## config.mk

```make
export PLATFORM = sky130hd
export DESIGN_NAME = ball_speed_ctrl
export DESIGN_NICKNAME = d
export VERILOG_FILES = /design/src/rtl/pong_pkg.sv /design/src/rtl/rise_detect.sv /design/src/rtl/ball_speed_ctrl.sv
export SDC_FILE = /design/constraint.sdc
export NUM_CORES = 1
export LEC_CHECK = 0
export BUFFER_PORTS_ARGS = -buffer_cell sky130_fd_sc_hd__buf_4
export CORE_MARGIN = 4
export CORE_UTILIZATION = 45
export DETAILED_ROUTE_END_ITERATION = 16
export PLACE_DENSITY = 0.66
export SYNTH_ARGS = -nofsm -noshare
export SYNTH_HDL_FRONTEND = slang
export SYNTH_SLANG_ARGS = --single-unit
```

## constraint.sdc

```tcl
create_clock -name clk -period 3.8 [get_ports clk]
set_clock_uncertainty 0.2 [all_clocks]
set_input_delay 0.19 -clock clk [delete_from_list [all_inputs] [get_ports clk]]
set_output_delay 0.19 -clock clk [all_outputs]
set_load 0.02 [all_outputs]
```

## src/rtl/pong_pkg.sv

```systemverilog
// Shared constants for the Pong datapath: clock rate and the default
// ball/paddle speed settings.
package pong_pkg;

    localparam int unsigned CLK_HZ = 50_000_000;

    // Number of clk cycles between motion steps for a given step rate.
    function automatic int unsigned period_for_hz(input int unsigned hz);
        return CLK_HZ / hz;
    endfunction

    localparam int unsigned DEF_CNT_W       = 24;
    localparam int unsigned DEF_LEVEL_W     = 4;
    localparam int unsigned DEF_INIT_PERIOD = period_for_hz(160);  // 312500
    localparam int unsigned DEF_STEP        = 30_000;
    localparam int unsigned DEF_MIN_PERIOD  = 62_500;

endpackage

```

## src/rtl/rise_detect.sv

```systemverilog
// Registered rising-edge detector. The history bit clears on reset, so an
// input that is already high when reset releases counts as one edge.
module rise_detect (
    input  logic clk,
    input  logic rst,
    input  logic din,
    output logic evt
);

    logic din_d;

    // One-cycle history of the input, tracked every cycle.
    always_ff @(posedge clk) begin
        if (rst) din_d <= 1'b0;
        else     din_d <= din;
    end

    assign evt = din & ~din_d;

endmodule

```

## src/rtl/ball_speed_ctrl.sv

```systemverilog
// Ball-motion tick generator. A down-to-floor period register sets the spacing
// of one-cycle ticks; collisions shorten the period, a score restores the
// serve speed, and en=0 freezes the counter without losing phase.
module ball_speed_ctrl
    import pong_pkg::*;
#(
    parameter int unsigned CNT_W       = DEF_CNT_W,
    parameter int unsigned INIT_PERIOD = DEF_INIT_PERIOD,
    parameter int unsigned STEP        = DEF_STEP,
    parameter int unsigned MIN_PERIOD  = DEF_MIN_PERIOD,
    parameter int unsigned LEVEL_W     = DEF_LEVEL_W
) (
    input  logic               clk,
    input  logic               rst,
    input  logic               en,
    input  logic               collision,
    input  logic               score,
    output logic               tick,
    output logic [CNT_W-1:0]   period,
    output logic [LEVEL_W-1:0] level,
    output logic               at_max
);

    if (MIN_PERIOD < 2) begin : g_bad_min
        $error("ball_speed_ctrl: MIN_PERIOD must be at least 2");
    end
    if (INIT_PERIOD < MIN_PERIOD) begin : g_bad_init
        $error("ball_speed_ctrl: INIT_PERIOD must not be below MIN_PERIOD");
    end
    if (STEP < 1) begin : g_bad_step
        $error("ball_speed_ctrl: STEP must be at least 1");
    end
    if (64'(INIT_PERIOD) >= (64'd1 << CNT_W)) begin : g_bad_width
        $error("ball_speed_ctrl: INIT_PERIOD does not fit in CNT_W bits");
    end

    localparam logic [CNT_W-1:0]   INIT_P    = CNT_W'(INIT_PERIOD);
    localparam logic [CNT_W-1:0]   MIN_P     = CNT_W'(MIN_PERIOD);
    localparam logic [CNT_W-1:0]   STEP_P    = CNT_W'(STEP);
    // One bit wider so MIN+STEP never wraps for large parameter choices.
    localparam logic [CNT_W:0]     SHRINK_LO = (CNT_W+1)'(MIN_PERIOD) + (CNT_W+1)'(STEP);
    localparam logic [LEVEL_W-1:0] LEVEL_MAX = '1;
    localparam logic               AT_MAX_RST = (INIT_PERIOD == MIN_PERIOD);

    logic               col_evt;
    logic               scr_evt;
    logic [CNT_W-1:0]   count;
    logic [CNT_W-1:0]   period_nxt;
    logic [LEVEL_W-1:0] level_nxt;
    logic [LEVEL_W-1:0] level_inc;

    rise_detect u_col_edge (
        .clk (clk),
        .rst (rst),
        .din (collision),
        .evt (col_evt)
    );

    rise_detect u_scr_edge (
        .clk (clk),
        .rst (rst),
        .din (score),
        .evt (scr_evt)
    );

    assign level_inc = (level == LEVEL_MAX) ? level : level + 1'b1;

    // Next period/level: score wins over collision; shrink is guarded so the
    // subtraction cannot go below the floor.
    always_comb begin
        period_nxt = period;
        level_nxt  = level;
        if (scr_evt) begin
            period_nxt = INIT_P;
            level_nxt  = '0;
        end else if (col_evt) begin
            if ({1'b0, period} >= SHRINK_LO) begin
                period_nxt = period - STEP_P;
                level_nxt  = level_inc;
            end else begin
                period_nxt = MIN_P;
                if (period != MIN_P) level_nxt = level_inc;
            end
        end
    end

    // Period, level and at_max registers; at_max tracks the value being loaded.
    always_ff @(posedge clk) begin
        if (rst) begin
            period <= INIT_P;
            level  <= '0;
            at_max <= AT_MAX_RST;
        end else begin
            period <= period_nxt;
            level  <= level_nxt;
            at_max <= (period_nxt == MIN_P);
        end
    end

    // Tick counter; the >= compare forces a wrap if the period shrank below count.
    always_ff @(posedge clk) begin
        if (rst) begin
            count <= '0;
            tick  <= 1'b0;
        end else if (en) begin
            if (count >= period - CNT_W'(1)) begin
                count <= '0;
                tick  <= 1'b1;
            end else begin
                count <= count + CNT_W'(1);
                tick  <= 1'b0;
            end
        end else begin
            tick <= 1'b0;
        end
    end

endmodule
```

# Yosys cells after proc, flatten, opt, wreduce, memory -nomap -nowiden
# Index checks and enable logic that the tools add are counted.
classes:
  add_sub_neg: 4
  magnitude_cmp: 2
  eq_ne: 3
  n_mux: 8
  n_bitwise: 5
  n_reduce_logical: 4
ops:
  columns: ["op", "count"]
  rows:
  - ["$mux W24", 4]
  - ["$add A24 B1 Y24 const B", 1]
  - ["$eq A24 B16 Y1 const B", 1]
  - ["$ge A24 B17 Y1 const B", 1]
  - ["$ge A24 B24 Y1", 1]
  - ["$ne A24 B16 Y1 const B", 1]
  - ["$sub A24 B1 Y24 const B", 1]
  - ["$sub A24 B15 Y24 const B", 1]
  - ["$mux W4", 3]
  - ["$add A4 B1 Y4 const B", 1]
  - ["$eq A4 B4 Y1 const B", 1]
  - ["$reduce_or A2 Y1", 2]
  - ["$not A1 Y1", 3]
  - ["$and A1 B1 Y1", 2]
  - ["$reduce_and A2 Y1", 1]
  - ["$reduce_bool A2 Y1", 1]
  - ["$mux W1", 1]
word_totals:
  regBits: 56
  in_bits: 5
  out_inout_bits: 30
  word_cells: 33

# Longest topological paths before layout
depth:
  ltp_word: 5
  mapped_depth: 17
  mapped_depth_nobuf: 16

# Modules after synthesis
# Synthesis repeated with hierarchy kept, for this count alone.
hier_totals:
  hier_cells: 473
  hier_area_um2: 3847.4
by_module_without_submodules:
  columns: ["module", "n_inst", "cells_each", "area_each_um2", "seq_area_each_um2"]
  rows:
  - ["ball_speed_ctrl", 1, 467, 3752.3, 1081.0]
  - ["rise_detect", 2, 3, 47.5, 20.0]

# Least setup slack after synthesis
# Ideal clock, no wire load.
synth_path:
  path_type: "flip-flop to flip-flop"
  from: "register period[5]"
  to: "register count[12]"
  setup_time_ns: 0.128
  arrival_ns: 3.501
  t_required_ns: 3.472
  setup_slack_ns: -0.029
  path_stages_with_launch: 17
  path_buffers: 1
  period_less_slack_ns: 3.829
  cell_sequence: "dfxtp_1 -> inv_1 -> ha_1 -> a21boi_0 -> nand3_1 -> nor2_1 -> nand2_1 -> xor2_1 -> ha_1 -> nand4_1 -> nor4_1 -> a21oi_1 -> o211ai_1 -> a22oi_1 -> o211ai_1 -> clkbuf_1 -> nor2_1"
synth_via:
  elab_chain_cells: 3
synth_rtl:
  columns: ["item", "line_no", "source"]
  rows:
  - ["from (decl)", "ball_speed_ctrl.sv:19", "output logic [CNT_W-1:0] period,"]
  - ["from (signal assigned)", "ball_speed_ctrl.sv:94", "period <= period_nxt;"]
  - ["$sub A24 B1 Y24", "ball_speed_ctrl.sv:106", "if (count >= period - CNT_W'(1)) begin"]
  - ["$ge A24 B24 Y1", "ball_speed_ctrl.sv:106", null]
  - ["$mux W24", "ball_speed_ctrl.sv:106", null]
  - ["to (signal assigned)", "ball_speed_ctrl.sv:110", "count <= count + CNT_W'(1);"]
  - ["to (decl)", "ball_speed_ctrl.sv:47", "logic [CNT_W-1:0] count;"]
# Every way passes these cells.
# A chain may end at the register's enable or synchronous reset.

# Worst setup path after layout
layout_path:
  from: "register period[0]"
  to: "register count[7]"
# Same word-level chain as after synthesis.

==> key figures <==
Yosys
  – Cell Area, Synth: ~3800 um2
  – Register area share after synthesis: between 20% and 30%
  – Netlist cell types: between 50 and 60
  – Mapped Nets: roughly 500
  – Avg Synthesized Cell Area: 8.19 um2
  – Number of synthesized flops with an enable pin: 0
  – Post-synthesis cell count: about 470
  – Most common flop cell mapped by yosys: dfxtp_1
  – Seq cells post-synth: 56
  – Synth Warn #: 0
  – Asr flop ratio synth: 0%

Routing
  – Routed length per instance: approximately 15 um
  – Drt first pass iters: 4
  – Residual DRC: 0
  – Via count: 3374
  – Initial DRC count: 99
  – Drt total wl: about 9200 um
  – Vias per Instance: approximately 5.5
  – Antenna Nets Post-Route: 0

Critical path
  – Crit path launch type: flop
  – CP Max Fanout: 24
  – Crit end category: flop
  – R2R cell count: 17
  – WP data arrival: 3560 ps
  – WP data required: between 3000 and 4000 ps
  – WS Path Type: flop to flop

Placed design
  – DP Worst Slack: around 170 ps
  – Number of port buffers: 34
  – GPL Wtd Cong: approximately 0.84
  – Placed Cells: slightly above 600
  – Hpwl dp: roughly 7100 um

Clock network
  – TritonCTS Sinks: between 50 and 60
  – CTS Buffer Depth: 2
  – H-tree depth: 2
  – Setup Fix Bufs, Post-CTS: 0
  – Clock Latency Late Sink: 320 ps
  – Num CTS Buffers: 5
  – CTS tree: done
  – Clk slew on worst S/H paths: 100 ps
  – Root Driver: clkbuf_8

STA
  – Unrepaired setup endpoints after global routing: true
  – Max_slew headroom: between 30 and 40%
  – Slew Limit Fails: 0
  – Fmax: ~0.28 GHz
  – Minimum clock period: approximately 3600 ps
  – Fin. Hold Viols: 0
  – Post-route clock period utilization: 93.6%
  – PnR worst setup slack: roughly 240 ps
  – Final setup vio count: 0
  – Worst slew pin tran: between 900 and 1000 ps

Pwr
  – Leak: 1.82 nW
  – Clk pwr share: between 30% and 40%
  – Power density over the cells: around 270 nW/um2
  – Comb pwr share: 17.2%
  – Switching portion of total power: 27.7%
  – Seq pwr share: between 50% and 60%
  – Internal: around 0.88 mW
  – Psw: around 0.34 mW
  – Peak supply drop: between 150 and 200 uV

Global route
  – Total global-route track usage: 19.2%
  – Layer with the highest usage: met2
  – Antenna violations before repair: 0
  – Largest net degree at the start of global routing: 25
  – Met2 GRT Util: between 30% and 40%
  – Vias in the first global route: 3287
  – Global route overflow: 0
  – Met1 Track Usage GR: 25.3%
  – First-pass GRT wire length: roughly 16000 um
  – Met3 GRT Util: approximately 3.3%

Cells and area
  – N_diodes: 0
  – Layout net count: 547
  – Commonest non-fill, non-tap cell in the layout: nor2_1
  – Share of layout cells above drive strength 1: 16.1%
  – Synth-to-Final Area Change: 16.0%
  – Post-layout util: 53.8%
  – Most frequent cells in the layout: nor2_1 (67), dfxtp_1 (56), buf_4 (56)
  – Post-route insts no fill: between 600 and 700

Floorplanning
  – Die height: roughly 100 um
  – Row cnt: 33
  – DIE AREA: 9990 um2
  – Chip width: roughly 100 um
  – Initial core utilization: 46.3%
  – Core area: approximately 8000 um2
  – IO Count: 35

Job
  – MaxCap Viol Count: 0

Run status
  – Status: finished, final reports clean

Worst hold path
  – Hold Path Depth: 3
  – Hold Path Class: input port to flop
## registers in the layout, summed over array words and instances, names as in the netlist
signal            flops
level                 4
u_col_edge.din_d      1
count                24
period               24
u_scr_edge.din_d      1
at_max                1
tick                  1
## critical path, cell delays in order (launching register included)
cell and delay (ps):
dfxtp_1 380, inv_1 160, ha_1 220, nand2_1 90, a21boi_1 220, nand3_1 170, nor2_2 170, nand2_1 90
xor2_1 160, ha_1 290, nand4_1 170, nor4_2 350, a21oi_1 100, o211ai_1 100, a22oi_1 120, o211ai_1 130
buf_6 240, nor2_1 80
## synth_stat cells, drive strengths merged (5+ instances only)
| library cell | count | area [um2] |
|---|---|---|
| nor2b | 8 | 50.1 |
| and3 | 5 | 31.3 |
| or3 | 5 | 31.3 |
| nand2 | 41 | 154 |
| nor4 | 9 | 56.3 |
| nor3 | 10 | 50.1 |
| nand4 | 13 | 81.3 |
| ha | 33 | 413 |
| nand3 | 20 | 100 |
| nor2 | 68 | 255 |
| xor2 | 26 | 228 |
| a21oi | 17 | 92.6 |
| buf | 10 | 55.1 |
| a21o | 11 | 82.6 |
| inv | 12 | 45.0 |
| o21ai | 15 | 75.1 |
| xnor2 | 36 | 315 |
| dfxtp | 56 | 1120 |
| clkbuf | 13 | 48.8 |
## metal layers
layer / part of all wire, % / up-vias
met2: 48 / 56
met1: 47 / 1585
li1: - / 1719
met5: 0 / -
met4: 1.7 / 0
met3: 2.9 / 14
## area by class of cell
cell class	instances	area (um2)
Sequential cell	56	1120
Timing Repair Buffer	60	462
Fill cell	807	3800
Multi-Input combinational cell	374	2550
Inverter	12	45.0
Clock inverter	3	42.5
Clock buffer	5	68.8
Tap cell	105	131
## power by group through the flow
stage               Combinational [mW]  Sequential [mW]  Clock, mW
floorplan                        0.128            0.632          0
global placement                 0.202            0.621          0
detailed placement               0.206            0.622          0
CTS                              0.209            0.608      0.406
global route                     0.231            0.611      0.428
finish                           0.209            0.608      0.396
## path summary, 6_finish.rpt
check / startpoint / slack [ps] / to
hold reg to reg: level[3] / 320 / level[3]
setup reg to reg: period[0] / 240 / count[7]
hold / removal: en / 6 / count[0]
setup / recovery: period[0] / 240 / count[7]
## what timing repair did
item / 4_1_cts / 5_1_grt
resized for setup: 0 / 4
hold buffers: 3 / 0
hold endpoints to repair: 4 / 0
setup endpoints to repair: 0 / 24
## cells by family after synthesis
| kind of cell | after synthesis | share of synthesized area (%) |
|---|---|---|
| DFF | 56 | 29.5 |
| AOI/OAI and AO/OA | 76 | 15.1 |
| buffers and inverters | 35 | 3.91 |
| xor gates and xnor gates | 62 | 14.3 |
| adders and majority gates | 33 | 10.8 |
| and+or+nand+nor | 198 | 25.0 |
| muxes | 5 | 1.35 |
## through the flow
step	cell area, um2	setup TNS, ps	hold WS [ps]	total power [mW]
after floorplan	3810	0	61.6	0.760
after global placement	4260	0	208	0.824
after detailed placement	4260	0	213	0.828
after CTS	4400	0	1.97	1.22
after global routing	4420	-592	26.4	1.27
final	4420	0	6.24	1.21
Note: power is estimated with default switching activity, not from simulation.
